--- src/rtl/fetch_unit_pkg.sv ---
// Shared types and constants for the instruction fetch front end.
package fetch_unit_pkg;

    typedef enum logic {
        FETCH_RUN   = 1'b0,
        FETCH_FLUSH = 1'b1
    } fetch_state_e;

    localparam int unsigned INST_BYTES = 4;

endpackage : fetch_unit_pkg

--- src/rtl/fetch_unit_inst_fifo.sv ---
// In-order buffer of {pc, instruction} pairs between the memory response path and the decoder.
// A flush empties the buffer and wins over a push or pop in the same cycle.
module inst_fifo #(
    parameter int XLEN  = 32,
    parameter int DEPTH = 4
) (
    input  logic                     clk,
    input  logic                     rst,
    input  logic                     push,
    input  logic [XLEN-1:0]          push_pc,
    input  logic [XLEN-1:0]          push_data,
    input  logic                     pop,
    input  logic                     flush,
    output logic                     valid,
    output logic [XLEN-1:0]          head_pc,
    output logic [XLEN-1:0]          head_data,
    output logic [$clog2(DEPTH):0]   count
);

    localparam int AW = $clog2(DEPTH);
    localparam int CW = AW + 1;

    logic [XLEN-1:0] pc_mem_r   [DEPTH];
    logic [XLEN-1:0] data_mem_r [DEPTH];
    logic [AW-1:0]   wr_ptr_r;
    logic [AW-1:0]   rd_ptr_r;
    logic [CW-1:0]   count_r;
    logic            do_push_s;
    logic            do_pop_s;

    // Qualify push/pop against flush and occupancy.
    always_comb begin
        do_push_s = 1'b0;
        do_pop_s  = 1'b0;
        if (flush) begin
            do_push_s = 1'b0;
            do_pop_s  = 1'b0;
        end else begin
            do_push_s = push && (count_r != CW'(DEPTH));
            do_pop_s  = pop && (count_r != CW'(0));
        end
    end

    // Pointer and occupancy registers.
    always_ff @(posedge clk) begin
        if (rst) begin
            wr_ptr_r <= AW'(0);
            rd_ptr_r <= AW'(0);
            count_r  <= CW'(0);
        end else if (flush) begin
            wr_ptr_r <= AW'(0);
            rd_ptr_r <= AW'(0);
            count_r  <= CW'(0);
        end else begin
            if (do_push_s) begin
                wr_ptr_r <= wr_ptr_r + AW'(1);
            end
            if (do_pop_s) begin
                rd_ptr_r <= rd_ptr_r + AW'(1);
            end
            count_r <= count_r + CW'(do_push_s) - CW'(do_pop_s);
        end
    end

    // Entry storage; contents are don't-care until written, so no reset is needed.
    always_ff @(posedge clk) begin
        if (do_push_s) begin
            pc_mem_r[wr_ptr_r]   <= push_pc;
            data_mem_r[wr_ptr_r] <= push_data;
        end
    end

    // Head presentation; stale storage is masked to zero while empty.
    always_comb begin
        valid     = (count_r != CW'(0));
        count     = count_r;
        head_pc   = {XLEN{1'b0}};
        head_data = {XLEN{1'b0}};
        if (valid) begin
            head_pc   = pc_mem_r[rd_ptr_r];
            head_data = data_mem_r[rd_ptr_r];
        end else begin
            head_pc   = {XLEN{1'b0}};
            head_data = {XLEN{1'b0}};
        end
    end

endmodule : inst_fifo

--- src/rtl/fetch_unit.sv ---
// Instruction fetch front end: sequential PC generation, credit-limited memory requests,
// in-order response buffering and redirect handling with flush of stale responses.
module fetch_unit
    import fetch_unit_pkg::*;
#(
    parameter int              XLEN     = 32,
    parameter logic [XLEN-1:0] RESET_PC = 32'h0000_0000,
    parameter int              DEPTH    = 4
) (
    input  logic            clk,
    input  logic            rst,
    output logic            imem_req_valid,
    input  logic            imem_req_ready,
    output logic [XLEN-1:0] imem_req_addr,
    input  logic            imem_rsp_valid,
    input  logic [XLEN-1:0] imem_rsp_data,
    output logic            inst_valid,
    input  logic            inst_ready,
    output logic [XLEN-1:0] inst_data,
    output logic [XLEN-1:0] inst_pc,
    input  logic            redirect_valid,
    input  logic [XLEN-1:0] redirect_pc
);

    localparam int              CW         = $clog2(DEPTH) + 1;
    localparam logic [XLEN-1:0] PC_STEP    = XLEN'(INST_BYTES);
    localparam logic [XLEN-1:0] ALIGN_MASK = ~XLEN'(INST_BYTES - 1);

    fetch_state_e    state_r;
    fetch_state_e    state_next_s;
    logic [XLEN-1:0] fetch_pc_r;
    logic [XLEN-1:0] fetch_pc_next_s;
    logic [XLEN-1:0] rsp_pc_r;
    logic [XLEN-1:0] rsp_pc_next_s;
    logic [CW-1:0]   outstanding_r;
    logic [CW-1:0]   outstanding_next_s;
    logic [CW-1:0]   fifo_count_s;
    logic            credit_ok_s;
    logic            req_fire_s;
    logic            rsp_take_s;
    logic            push_s;
    logic            pop_s;
    logic [XLEN-1:0] redirect_pc_s;

    // Request channel: credits cover both in-flight requests and buffered entries,
    // so every response is guaranteed a free buffer slot.
    always_comb begin
        credit_ok_s    = ({1'b0, outstanding_r} + {1'b0, fifo_count_s}) < (CW + 1)'(DEPTH);
        imem_req_valid = 1'b0;
        if (!rst && (state_r == FETCH_RUN) && !redirect_valid) begin
            imem_req_valid = credit_ok_s;
        end else begin
            imem_req_valid = 1'b0;
        end
        imem_req_addr = fetch_pc_r;
        req_fire_s    = imem_req_valid && imem_req_ready;
        rsp_take_s    = imem_rsp_valid && (outstanding_r != CW'(0));
        push_s        = rsp_take_s && (state_r == FETCH_RUN) && !redirect_valid;
        pop_s         = inst_valid && inst_ready;
        redirect_pc_s = redirect_pc & ALIGN_MASK;
    end

    // Next-state, PC and outstanding-count logic; redirect overrides everything else.
    always_comb begin
        state_next_s       = state_r;
        fetch_pc_next_s    = fetch_pc_r;
        rsp_pc_next_s      = rsp_pc_r;
        outstanding_next_s = outstanding_r + CW'(req_fire_s) - CW'(rsp_take_s);
        if (redirect_valid) begin
            fetch_pc_next_s = redirect_pc_s;
            rsp_pc_next_s   = redirect_pc_s;
            if (outstanding_next_s != CW'(0)) begin
                state_next_s = FETCH_FLUSH;
            end else begin
                state_next_s = FETCH_RUN;
            end
        end else begin
            case (state_r)
                FETCH_RUN: begin
                    state_next_s = FETCH_RUN;
                    if (req_fire_s) begin
                        fetch_pc_next_s = fetch_pc_r + PC_STEP;
                    end else begin
                        fetch_pc_next_s = fetch_pc_r;
                    end
                    if (push_s) begin
                        rsp_pc_next_s = rsp_pc_r + PC_STEP;
                    end else begin
                        rsp_pc_next_s = rsp_pc_r;
                    end
                end
                FETCH_FLUSH: begin
                    if (outstanding_next_s == CW'(0)) begin
                        state_next_s = FETCH_RUN;
                    end else begin
                        state_next_s = FETCH_FLUSH;
                    end
                end
                default: begin
                    state_next_s = FETCH_RUN;
                end
            endcase
        end
    end

    // State, PC and credit registers.
    always_ff @(posedge clk) begin
        if (rst) begin
            state_r       <= FETCH_RUN;
            fetch_pc_r    <= RESET_PC;
            rsp_pc_r      <= RESET_PC;
            outstanding_r <= CW'(0);
        end else begin
            state_r       <= state_next_s;
            fetch_pc_r    <= fetch_pc_next_s;
            rsp_pc_r      <= rsp_pc_next_s;
            outstanding_r <= outstanding_next_s;
        end
    end

    inst_fifo #(
        .XLEN  (XLEN),
        .DEPTH (DEPTH)
    ) u_fifo (
        .clk       (clk),
        .rst       (rst),
        .push      (push_s),
        .push_pc   (rsp_pc_r),
        .push_data (imem_rsp_data),
        .pop       (pop_s),
        .flush     (redirect_valid),
        .valid     (inst_valid),
        .head_pc   (inst_pc),
        .head_data (inst_data),
        .count     (fifo_count_s)
    );

endmodule : fetch_unit

--- config.mk ---
export PLATFORM = sky130hd
export DESIGN_NAME = fetch_unit
export DESIGN_NICKNAME = d
export VERILOG_FILES = /design/src/rtl/fetch_unit_pkg.sv /design/src/rtl/fetch_unit_inst_fifo.sv /design/src/rtl/fetch_unit.sv
export SDC_FILE = /design/constraint.sdc
export NUM_CORES = 1
export LEC_CHECK = 0
export ABC_CLOCK_PERIOD_IN_PS = 4200
export BUFFER_PORTS_ARGS = -buffer_cell sky130_fd_sc_hd__buf_2
export CAP_MARGIN = 20
export CORE_MARGIN = 2
export CORE_UTILIZATION = 35
export CTS_BUF_LIST = sky130_fd_sc_hd__clkbuf_8 sky130_fd_sc_hd__clkbuf_16
export CTS_CLUSTER_DIAMETER = 60
export DETAILED_ROUTE_END_ITERATION = 7
export GPL_ROUTABILITY_DRIVEN = 0
export MAX_ROUTING_LAYER = met4
export PLACE_DENSITY_LB_ADDON = 0.05
export SLEW_MARGIN = 20
export SYNTH_ARGS = -nofsm -noshare
export SYNTH_HDL_FRONTEND = slang
export SYNTH_SLANG_ARGS = --single-unit
--- constraint.sdc ---
create_clock -name clk -period 4.2 [get_ports clk]
set_clock_uncertainty 0.2 [all_clocks]
set_input_delay 0.84 -clock clk [delete_from_list [all_inputs] [get_ports clk]]
set_output_delay 0.84 -clock clk [all_outputs]
set_load 0.005 [all_outputs]
Yosys cells after proc, flatten, opt, wreduce, memory -nomap -nowiden
Memory sizes are Yosys's and may differ from the RTL's. A register that Yosys moved wholly into a read port is not among the register bits.
Index checks and enable logic that the tools add are counted.
- add/subtract/negate cells: 9
- $mul: 0
- divide/modulo/power cells: 0
- $lt $le $gt $ge: 1
- eq/ne operators: 2
- shifts and indexed selects: 0
- muxes and demuxes: 21
- bitwise operators: 1
- reductions and logical operators: 22
- operators with widths (cell ; count):
    $mux 32 ; 8
    $add 32x3->32 const B ; 2
    $logic_and 1x1->1 ; 9
    $reduce_bool 3->1 ; 3
    $mux 1 ; 8
    $mux 2 ; 4
    $reduce_and 2->1 ; 4
    $add 3x1->3 ; 2
    $sub 3x1->3 ; 2
    $add 2x1->2 const B ; 2
    $add 3x3->4 ; 1
    $lt 4x3->1 const B ; 1
    $reduce_bool 2->1 ; 2
    $logic_not 3->1 ; 1
    $ne 3x3->1 const B ; 1
    $logic_not 1->1 ; 2
    $ne 2x2->1 const B ; 1
    $pmux 1 s2 ; 1
    $reduce_or 2->1 ; 1
    $not 1->1 ; 1
- bits in registers: 75
- bits in latches: 0
- bits in writable memories: 256
- bits in read-only memories: 0
- bits of input ports: 70
- output and inout port bits: 98
- word-level logic and storage cells: 67
- memories kept: 2
- memories (name ; words ; bits a word ; read ports ; clocked after Yosys merged registers in ; write ports ; RTL line ; RTL):
    u_fifo.data_mem_r ; 4 ; 32 ; 1 ; 1 ; 1 ; fetch_unit_inst_fifo.sv:24 ; logic [XLEN-1:0] data_mem_r [DEPTH];
    u_fifo.pc_mem_r ; 4 ; 32 ; 1 ; 1 ; 1 ; fetch_unit_inst_fifo.sv:23 ; logic [XLEN-1:0] pc_mem_r [DEPTH];

Logic depth before layout (Yosys ltp)
- depth after elaboration: 11
- gate-level depth with buffers: 14
- depth with buffers taken out: 12

Modules after synthesis
A second synthesis with hierarchy kept.
- cells, all modules: 881
- area total of the unflattened synthesis: 13770.7 sq um
- modules (own cells, without submodules) (module ; instances ; cells an instance ; area an instance (sq um) ; seq. area each (sq um)):
    inst_fifo ; 1 ; 454 ; 10204.8 ; 7867.5
    fetch_unit ; 1 ; 427 ; 3565.9 ; 1281.2

Least setup slack after synthesis
No wires, ideal clock.
- path type: input port to flip-flop
- start point: input imem_rsp_valid
- end point: memory u_fifo.data_mem_r[1][0] (enable)
- setup time: 426 ps
- arrival: 3119 ps
- data required time: 3574 ps
- slack: 455 ps
- stages on the path: 4
- path through: nand2b_4 > buf_6 > a2111oi_2 > and2_1
- word-level cells in the longest chain between the ends: 7
- RTL lines (what ; RTL line ; RTL):
    from (decl) ; fetch_unit.sv:15 ; input logic imem_rsp_valid,
    $logic_and 1x1->1 ; fetch_unit.sv:57 ; rsp_take_s = imem_rsp_valid && (outstanding_r != CW'(0));
    $logic_and 1x1->1 (2 in series) ; fetch_unit.sv:58 ; push_s = rsp_take_s && (state_r == FETCH_RUN) && !redirect_valid;
    $logic_and 1x1->1 ; fetch_unit_inst_fifo.sv:39 ; do_push_s = push && (count_r != CW'(DEPTH));
    $mux 1 ; fetch_unit_inst_fifo.sv:35 ; if (flush) begin
    $mux 1 ; fetch_unit_inst_fifo.sv:67 ; if (do_push_s) begin
    $mux 1 (implied by the code) ; fetch_unit_inst_fifo.sv:69 ; data_mem_r[wr_ptr_r] <= push_data;
    to (decl) ; fetch_unit_inst_fifo.sv:24 ;
Every way passes these cells.

==> summary.md <==
| Metric | Value |
|---|---|
| CP bufs+invs | 2 |
| Crit Reg-Reg Startpoint | u_fifo.count[2]$_SDFF_PP0_ |
| Aggregate global-route resource usage | 17.1% |
| Area Growth Syn to Fin | 20.8% |
| Reg2reg path depth | 12 |
| Final min period | ~3.4 ns |
| Crit Path Class | register to output port |
| Cell Rows | 71 |
| DR iter-0 viols | 326 |
| Critical path cell sequence | buf_4 > mux4_2 > nor2b_1 > buf_2 |
| CP startpoint kind | register |
| Relative slew slack | 40.3% |
| Worst slew pin tran | 0.893 ns |
| Psw | between 1500 and 2000 µW |
| Num CTS Buffers | 39 |
| DRC Markers | 0 |
| CP top delay family | flip-flops |
| R2r endpoint | state_r$_SDFF_PP0_ |
| Share of cells above drive strength 1 | 29.1% |
| Drt wl/cell | 20.0 µm |
| Final WL | about 32000 µm |
| Ys async rst share | 0% |
| Clock power share | 43.1% |
| Die height | 200 µm |
| Post-CTS resize count | 0 |
| Comb power frac | 8.7% |
| Die Width | 200 µm |
| Period utilization | 80.6% |
| Total chip power | 7700 µW |
| Crit-path max cell delay | 0.61 ns |
| Most frequent cells in the layout | edfxtp_1, buf_2, dfxtp_1 |
| Hold-fix buffers at CTS | 0 |
| Final setup vio count | 0 |
| Vias per cell | 4.99 |
| RSZ-0062 raised after global routing | false |
| H-tree depth | 2 |
| Via count | 8075 |
| Die area | 0.0400 mm² |
| Commonest non-fill, non-tap cell in the layout | edfxtp_1 |
| Initial antenna violation count | 2 |
| Leakage power | 0.00569 µW |
| Nets | 1162 |
| Post-synthesis register bit count | 321 |
| Hold depth | 1 |
| Internal | 5960 µW |
| Post-synthesis sequential area ratio | approximately 66% |
| Root buffer cell | clkbuf_16 |
| Number of hold violations in the final report | 0 |
| First-pass DRT Iterations | 4 |
| Switching part of the total | between 20% and 30% |
| Post-CTS Repair Setup Buffers | 0 |
| Final Non-Filler Cells | 1618 |
| Setup_tns | 0 ns |
| Max Cap Violations | 0 |
| Skew-Pair Late Insertion Delay | 0.52 ns |
| Core area | about 0.038 mm² |
| Yosys top cell by area | edfxtp_1 |
| Synth Instances | around 900 |
| Top post-synthesis cells by area | edfxtp_1, dfxtp_1, mux4_2 |
| HP Class | register to register |
| Pins Over Slew Limit | 0 |
| Largest net degree at the start of global routing | 57 |
| Critical-path top delay cell | dfxtp_4 |
| Num Clock Sinks | roughly 320 |
| HPWL Detailed | 21100 µm |
| Buffers on Ports | 161 |
| Crit Path Max Fanout | 18 |
| R2r setup slk | 1.13 ns |
| Data required, critical path | 3.16 ns |
| Min-delay src | imem_req_addr[29]$_SDFFE_PP0P_ |
| CP arrival | 2.35 ns |
| TritonCTS clock tree | yes |
| WHS Endpoint | imem_req_addr[29]$_SDFFE_PP0P_ |
| Reg clk slew, reported paths | 0.06 ns |
| Core Util, Final | 43.1% |
| GRT Residual Overflow | 0 |
| Maximum root-to-sink buffer count | 3 |
| Pwr/cell area | about 470 mW/mm² |
| First-pass GRT wire length | 50000 µm |
| Top-level port count | between 150 and 200 |
| Post-DRT Antenna Nets | 0 |
| EDFF count, synth | 248 |
| Yosys top cell area share | 55.3% |
| Synth Flop Type | edfxtp_1 |
| Vias in the first global route | a little over 8000 |
| Dpl cells | 1548 |
| Status | finished, final reports clean |
| Critical path capture point type | output port |
| Initial Util | 35.6% |
| Yosys cell types | 59 |
| Peak VDD IR | 0.000301 V |
| Avg Inst Size Synth | 15.0 µm² |
| Synth warn | 0 |
| Syn Std Cell Area | 0.0135 mm² |
| Reg power frac | 48.2% |
| Max frequency | 0.295 GHz |
[synthesized netlist by cell type (4+ instances only)]
master,number
edfxtp_1,248
dfxtp_1,73
nor2b_1,63
mux4_2,62
nor2_1,44
nand2_1,39
inv_1,33
a21oi_1,31
clkbuf_1,31
nand3_1,30
nand4_1,24
xor2_1,24
xnor2_1,18
a21boi_1,14
ha_1,12
a211oi_1,11
a31oi_1,11
nor3_1,11
buf_2,10
o21ai_1,9
and2_1,8
nor4_1,6
o31a_1,6
a21o_1,5
o211ai_1,5
o21ai_0,5
and3_1,4
buf_4,4
mux2i_1,4
nor4_2,4
[state kept, by name (all words and copies together), names as in the netlist, named ones only]
| register | cells |
|---|---|
| u_fifo.data_mem_r | 128 |
| u_fifo.pc_mem_r | 120 |
| imem_req_addr | 30 |
| rsp_pc_r | 30 |
| outstanding_r | 3 |
| u_fifo.count | 3 |
| u_fifo.rd_ptr_r | 2 |
| u_fifo.wr_ptr_r | 2 |
| state_r | 1 |
[layout make-up]
type,instances,area (µm²)
inverter,34,128
sequential,321,8910
tap,511,639
fill,3480,21500
multi-input combinational,498,4230
timing repair buffer,184,1070
clock buffer,41,1030
clock inverter,28,254
antenna,1,2.50
[routing by layer]
layer / wire length [µm] / global-route usage, %
met1: 15000 / 22.9
met2: 15300 / 27.3
met3: 1640 / 2.99
met4: 509 / 3.90
met5: 0 / -
[cells by family (layout without fill, tap and decap cells)]
kind of cell | count (synthesis) | count (layout) | share of synthesized area [%]
compound gates | 113 | 113 | 5.62
xor+xnor | 42 | 42 | 2.73
fa+ha+maj | 14 | 14 | 1.41
buf+inv | 83 | 287 | 2.58
flops | 321 | 321 | 66.2
mux | 66 | 66 | 10.7
other cells | 1 | 5 | 0.0279
simple gates | 259 | 259 | 10.8
[power by group through the flow]
stage / clock network, µW / registers, µW / logic (µW)
after CTS: 3440 / 3710 / 691
after global routing: 3560 / 3730 / 753
after detailed placement: 0 / 3780 / 689
after floorplan: 0 / 3740 / 427
after global placement: 0 / 3780 / 684
final: 3320 / 3710 / 669
[per-stage QoR]
stage,hold WS (ns),area [µm²],setup WS [ns]
global route,0.316,16300,0.645
detailed placement,0.301,15000,0.917
CTS,0.304,16300,0.696
global placement,0.305,15000,0.897
finish,0.301,16300,0.814
floorplan,0.281,13500,0.455
[worst max-delay path by stage]
stage	start	to	slack (ns)	cells past startpoint
2_1_floorplan	imem_rsp_valid	u_fifo.data_mem_r[1][0]$_DFFE_PP_	0.46	4
3_3_place_gp	rst	state_r$_SDFF_PP0_	0.90	13
3_5_place_dp	rst	state_r$_SDFF_PP0_	0.92	13
4_1_cts	register	inst_pc[25]	0.70	4
5_1_grt	register	inst_pc[25]	0.65	4
6_report	register	inst_pc[25]	0.81	4
(Power assumes the default switching activity.)
